`config.mk`:
```
export PLATFORM = sky130hd
export DESIGN_NAME = mult_issue_ctrl
export DESIGN_NICKNAME = d
export VERILOG_FILES = /design/src/rtl/mult_issue_ctrl_pkg.sv /design/src/rtl/mult_issue_ctrl_mul.sv /design/src/rtl/mult_issue_ctrl.sv
export SDC_FILE = /design/constraint.sdc
export NUM_CORES = 1
export LEC_CHECK = 0
export CAP_MARGIN = 20
export CORE_MARGIN = 3
export CORE_UTILIZATION = 33
export CTS_CLUSTER_SIZE = 30
export DETAILED_ROUTE_END_ITERATION = 12
export GPL_ROUTABILITY_DRIVEN = 0
export GPL_TIMING_DRIVEN = 1
export PLACE_DENSITY = 0.58
export SYNTH_ARGS = -nofsm -noshare
export SYNTH_HDL_FRONTEND = slang
export SYNTH_HIERARCHICAL = 1
export SYNTH_SLANG_ARGS = --single-unit
export TNS_END_PERCENT = 20
```
`constraint.sdc`:
```
create_clock -name CLK -period 4.7 [get_ports CLK]
set_input_delay 0.705 -clock CLK [delete_from_list [all_inputs] [get_ports CLK]]
set_output_delay 0.705 -clock CLK [all_outputs]
set_load 0.01 [all_outputs]
```
`src/rtl/mult_issue_ctrl_pkg.sv`:
```
// Shared definitions for the multiply issue controller.
// Controller state encodings and datapath widths.
package mult_issue_ctrl_pkg;

    localparam int MUL_W  = 8;
    localparam int PROD_W = 16;

    typedef enum logic [1:0] {
        IDLE = 2'd0,
        LOAD = 2'd1,
        RUN  = 2'd2,
        HOLD = 2'd3
    } state_t;

endpackage

```
`src/rtl/mult_issue_ctrl_mul.sv`:
```
// Sequential radix-2 Booth multiplier, signed MUL_W x MUL_W.
// Loads on start, iterates MUL_W cycles with busy high, then holds.
module mult_issue_ctrl_mul
    import mult_issue_ctrl_pkg::*;
(
    input  logic              CLK,
    input  logic              RST,
    input  logic              start,
    input  logic [MUL_W-1:0]  a,
    input  logic [MUL_W-1:0]  b,
    output logic              busy,
    output logic [PROD_W-1:0] product
);

    logic [MUL_W-1:0] acc;
    logic [MUL_W-1:0] q;
    logic [MUL_W-1:0] m;
    logic             q_1;
    logic [3:0]       count;
    logic [MUL_W:0]   sum;

    assign busy    = (count != 4'd0);
    assign product = {acc, q};

    // Booth add/subtract on a sign-extended accumulator so -128 never overflows
    always_comb begin
        sum = {acc[MUL_W-1], acc};
        unique case ({q[0], q_1})
            2'b01:   sum = {acc[MUL_W-1], acc} + {m[MUL_W-1], m};
            2'b10:   sum = {acc[MUL_W-1], acc} - {m[MUL_W-1], m};
            default: sum = {acc[MUL_W-1], acc};
        endcase
    end

    // Load operands on start, then arithmetic-shift one step per cycle
    always_ff @(posedge CLK or posedge RST) begin
        if (RST) begin
            acc   <= '0;
            q     <= '0;
            m     <= '0;
            q_1   <= 1'b0;
            count <= 4'd0;
        end else if (start) begin
            acc   <= '0;
            q     <= b;
            m     <= a;
            q_1   <= 1'b0;
            count <= 4'(MUL_W);
        end else if (busy) begin
            acc   <= sum[MUL_W:1];
            q     <= {sum[0], q[MUL_W-1:1]};
            q_1   <= q[0];
            count <= count - 4'd1;
        end
    end

endmodule

```
`src/rtl/mult_issue_ctrl.sv`:
```
// Issue/retire controller in front of the Booth multiplier.
// Request port in, one-deep response slot out, plus a hold register.
module mult_issue_ctrl
    import mult_issue_ctrl_pkg::*;
#(
    parameter int TAG_W      = 4,
    parameter int MUL_CYCLES = 8
) (
    input  logic              CLK,
    input  logic              RST,
    input  logic              req_valid,
    output logic              req_ready,
    input  logic [MUL_W-1:0]  req_a,
    input  logic [MUL_W-1:0]  req_b,
    input  logic [TAG_W-1:0]  req_tag,
    output logic              rsp_valid,
    input  logic              rsp_ready,
    output logic [PROD_W-1:0] rsp_product,
    output logic [TAG_W-1:0]  rsp_tag,
    output logic              proto_err
);

    localparam logic [3:0] CNT_LAST = 4'(MUL_CYCLES);

    state_t            state_q;
    state_t            state_d;
    logic [3:0]        cnt;
    logic [MUL_W-1:0]  op_a;
    logic [MUL_W-1:0]  op_b;
    logic [TAG_W-1:0]  op_tag;
    logic [PROD_W-1:0] hold_product;
    logic [TAG_W-1:0]  hold_tag;
    logic              start;
    logic              mul_busy;
    logic [PROD_W-1:0] mul_product;
    logic              slot_free;
    logic              done;

    assign slot_free = !rsp_valid || rsp_ready;
    assign done      = (state_q == RUN) && (cnt == CNT_LAST);

    mult_issue_ctrl_mul u_mul (
        .CLK     (CLK),
        .RST     (RST),
        .start   (start),
        .a       (op_a),
        .b       (op_b),
        .busy    (mul_busy),
        .product (mul_product)
    );

    // State register
    always_ff @(posedge CLK or posedge RST) begin
        if (RST) state_q <= IDLE;
        else     state_q <= state_d;
    end

    // Next state, request ready and the single-cycle start pulse
    always_comb begin
        state_d   = state_q;
        req_ready = 1'b0;
        start     = 1'b0;
        unique case (state_q)
            IDLE: begin
                req_ready = 1'b1;
                if (req_valid) state_d = LOAD;
            end
            LOAD: begin
                start   = 1'b1;
                state_d = RUN;
            end
            RUN: begin
                if (cnt == CNT_LAST)
                    state_d = slot_free ? IDLE : HOLD;
            end
            HOLD: begin
                if (slot_free) state_d = IDLE;
            end
            default: state_d = IDLE;
        endcase
    end

    // Operand latch and iteration counter; operands stay put until next accept
    always_ff @(posedge CLK or posedge RST) begin
        if (RST) begin
            op_a   <= '0;
            op_b   <= '0;
            op_tag <= '0;
            cnt    <= 4'd0;
        end else begin
            if (state_q == IDLE && req_valid) begin
                op_a   <= req_a;
                op_b   <= req_b;
                op_tag <= req_tag;
            end
            if (state_q == LOAD)     cnt <= 4'd0;
            else if (state_q == RUN) cnt <= cnt + 4'd1;
        end
    end

    // Response slot, with the hold register parking a result when it is full
    always_ff @(posedge CLK or posedge RST) begin
        if (RST) begin
            hold_product <= '0;
            hold_tag     <= '0;
            rsp_valid    <= 1'b0;
            rsp_product  <= '0;
            rsp_tag      <= '0;
        end else begin
            if (done && !slot_free) begin
                hold_product <= mul_product;
                hold_tag     <= op_tag;
            end
            if (done && slot_free) begin
                rsp_valid   <= 1'b1;
                rsp_product <= mul_product;
                rsp_tag     <= op_tag;
            end else if (state_q == HOLD && slot_free) begin
                rsp_valid   <= 1'b1;
                rsp_product <= hold_product;
                rsp_tag     <= hold_tag;
            end else if (rsp_valid && rsp_ready) begin
                rsp_valid   <= 1'b0;
            end
        end
    end

    // Sticky flag when busy is not high at window start or low at window end
    always_ff @(posedge CLK or posedge RST) begin
        if (RST) begin
            proto_err <= 1'b0;
        end else if (state_q == RUN) begin
            if ((cnt == 4'd0 && !mul_busy) ||
                (cnt == CNT_LAST && mul_busy))
                proto_err <= 1'b1;
        end
    end

endmodule

```
==> qor.csv <==
stage,metric,value,unit
timing,Worst-Margin Slew,1016,ps
worst_setup_path,Critical Path Source,u_mul/q_1,
synthesis,multiplexer share of the synthesized area,12.22,%
global_routing,GR Overflow Total,0,
synthesis,top cell type's share of synthesized area,47.12,%
global_routing,largest net degree at the start of global routing,48,
synthesis,Synth Area in Adders,5.004,%
cells_and_area,fin nets,563,
power_and_ir_drop,peak supply drop,0.3459,mV
timing,crit share post-route,58.47,%
timing,RSZ-0062 raised after global routing,no,
synthesis,Post-synth EDFFs,0,
cells_and_area,# diodes,0,
power_and_ir_drop,logic gate share of total power,48.1,%
clock_tree,setup bufs post-CTS,0,
clock_tree,CTS H-tree depth,3,
worst_setup_path,reg2reg start,u_mul/q_1,
synthesis,synth cell count leaders,"dfrtp_1, mux2_2, nand2_1, nand4_1",
timing,final hold vios,0,
detailed_routing,DR vias/cell,5.179,
synthesis,synth top area cells,"dfrtp_1, mux2_2, nand4_1",
timing,Final setup violation count,0,
job,max_cap viols,0,
detailed_routing,DR vias,3791,
synthesis,Most used DFF post-synth,dfrtp_1,
worst_hold_path,class of the worst hold path,reg -> reg,
detailed_routing,drt wl/cell,15.59,um
die,chip width,130.9,um
clock_tree,Worst-Skew Late Latency,340,ps
worst_setup_path,element type at the critical path end,flip-flop,
detailed_routing,DR iter-0 viols,292,
placement,Port-buffer cells,46,
power_and_ir_drop,internal power,2.525,mW
synthesis,"Seq/Total Area, Yosys",47.12,%
synthesis,Synth Instances,487,
clock_tree,Num CTS Buffers,9,
global_routing,GRT Total Usage,14.02,%
power_and_ir_drop,leakage,2.574,nW
clock_tree,root buf cell,clkbuf_16,
power_and_ir_drop,Sequential Power Share,35.0,%
synthesis,mapped cell area,0.005151,mm2
timing,setup TNS,0,ps
synthesis,mean cell area of the mapped netlist,10.58,um2
power_and_ir_drop,sw power,1.597,mW
die,I/O pins,47,
cells_and_area,Area growth syn-to-layout,17.10,%
die,starting density of the core,33.76,%
global_routing,first-pass GRT wire length,19110,um
synthesis,syn nets,531,
detailed_routing,Post-Route WL,11410,um
placement,Final HPWL DP,7766,um
synthesis,post-synthesis compound-gate area fraction,8.453,%
global_routing,number of global-route vias before repair,3799,
timing,Slew HR,32.05,%
global_routing,antenna violations before repair,0,
cells_and_area,fillcell total,1524,
synthesis,Async SR Flop Fraction,100.0,%
timing,Highest Clock Rate,363.9,MHz
synthesis,Synth area leader,dfrtp_1,
run_status,status,"finished, final reports clean",
cells_and_area,final core occ,39.53,%
cells_and_area,Post-Layout Cell Count,732,
worst_setup_path,critical path peak fanout,10,
synthesis,largest family of logic cells by synthesized area,simple AND/OR/NAND/NOR gates,
detailed_routing,DRC violations left,0,
worst_setup_path,Worst EP arrival,2950,ps
synthesis,Yosys reg bits,97,
clock_tree,# clock sinks,97,
worst_setup_path,CP required,4910,ps
clock_tree,# hold bufs at CTS,0,
placement,placed cell count,719,
power_and_ir_drop,Power Total,4.122,mW
die,Die H,130.9,um
worst_hold_path,worst hold start,op_b[3],
timing,Final Max Slew Viols,0,
timing,Tmin final,2748,ps
die,Placeable Area,0.01526,mm2
power_and_ir_drop,Switching Fraction,38.75,%
cells_and_area,fraction of layout instances using a drive strength above 1,14.20,%
synthesis,Yosys warnings,6,
timing,Clock Skews,5.463,ps
clock_tree,cts repair resizes,0,
synthesis,Synth Area in Simple Gates,20.74,%
worst_setup_path,Critical Path Source Type,flip-flop,
detailed_routing,Final ANT Viol Nets,0,
synthesis,most frequent cell after synthesis,dfrtp_1,
die,FP Rows,45,
clock_tree,"CTS clk-pin slew, worst paths",60,ps
detailed_routing,DRT Pass-1 Iters,5,
die,die area,0.01715,mm2
synthesis,synth unique cells,57,
power_and_ir_drop,Power Density,683.3,mW/mm2
power_and_ir_drop,clock share of power,16.9,%
worst_setup_path,WS Path Type,reg -> reg,
synthesis,XOR/XNOR Fraction of Synth Area,1.700,%
clock_tree,CTS Buffer Depth,2,
clock_tree,CTS tree,yes,
sequential cells by signal, summed over array words and instances (netlist names):
signal	flops
cnt	4
hold_product	16
hold_tag	4
op_a	8
op_b	8
op_tag	4
proto_err	1
rsp_product	16
rsp_tag	4
rsp_valid	1
state_q	2
u_mul/acc	8
u_mul/count	4
u_mul/m	8
u_mul/q	8
u_mul/q_1	1
power groups by stage:
stage               clock [mW]  sequential (mW)  combinational, mW
finish                   0.696             1.44               1.98
CTS                      0.724             1.45               2.00
detailed placement           0             1.46               1.99
global route             0.755             1.49               2.24
floorplan                    0             1.39               1.51
global placement             0             1.44               1.93
cell usage in the layout (no fill, tap or decap), types with 7 or more instances in the layout:
cell type	Yosys	routed
buf_4	1	8
clkbuf_16	0	9
clkdlybuf4s50_1	0	46
dfrtp_1	97	97
ha_1	19	19
inv_1	19	18
mux2_2	45	45
mux2i_1	10	10
nand2_1	43	43
nand3_1	22	22
nand3b_1	23	23
nand4_1	41	41
nor2_1	20	20
nor2b_1	7	7
nor3_1	8	8
o21ai_0	23	23
xnor2_1	8	8
kinds of logic after synthesis:
kind of cell,Yosys count
AND/OR/NAND/NOR,187
buffers and inverters,53
AO/OA/AOI/OAI,63
adder cells (fa/ha/maj),20
XOR/XNOR,10
flip-flops,97
multiplexers,57
worst max-delay path, stage by stage, from the launching register on:
cell and delay [ps]:
dfrtp_1 400, inv_1 60, ha_1 330, mux2_2 420, fa_1 420, nor2b_1 210
o31a_1 220, a2bb2oi_2 220, mux2i_1 210, o2111ai_1 120
per-stage QoR:
step           setup slack, ps  hold WS (ps)  area (um2)
2_1_floorplan             2242         447.6        5151
3_3_place_gp              1787         460.9        5766
3_5_place_dp              1735         468.8        5766
4_1_cts                   1931         483.4        6032
5_1_grt                   1723         505.4        6032
6_report                  1952         477.8        6032
layer usage:
layer  part of all wire [%]  vias up  global-route usage, %
met2                     47       87                  22.16
li1                       -     1823                      -
met1                     48     1870                  19.26
met3                    4.0       11                  3.293
met5                      0        -                      0
met4                    1.0        0                  3.993
layout make-up:
type | instances | area (um2) | area share, %
multi-input cells | 337 | 2479 | 41.09
flip-flops and latches | 97 | 2427 | 40.24
repair buffers | 54 | 520.5 | 8.629
well taps | 211 | 264.0 | 4.377
clock buffers | 12 | 236.5 | 3.920
inverters | 20 | 75.07 | 1.245
clock inverters | 1 | 30.03 | 0.4978
path summary, 6_finish.rpt:
path                                   end  slack, ps  cells after the start
setup / recovery              u_mul/acc[7]       1950                      9
hold / removal                  u_mul/q[3]        480                      2
setup reg to reg              u_mul/acc[7]       1950                      9
hold reg to reg                 u_mul/q[3]        480                      2
max in group asynchronous  rsp_product[11]       2910                      3
min in group asynchronous        u_mul/q_1        790                      3
No activity file was read; power rests on OpenSTA's default activity.
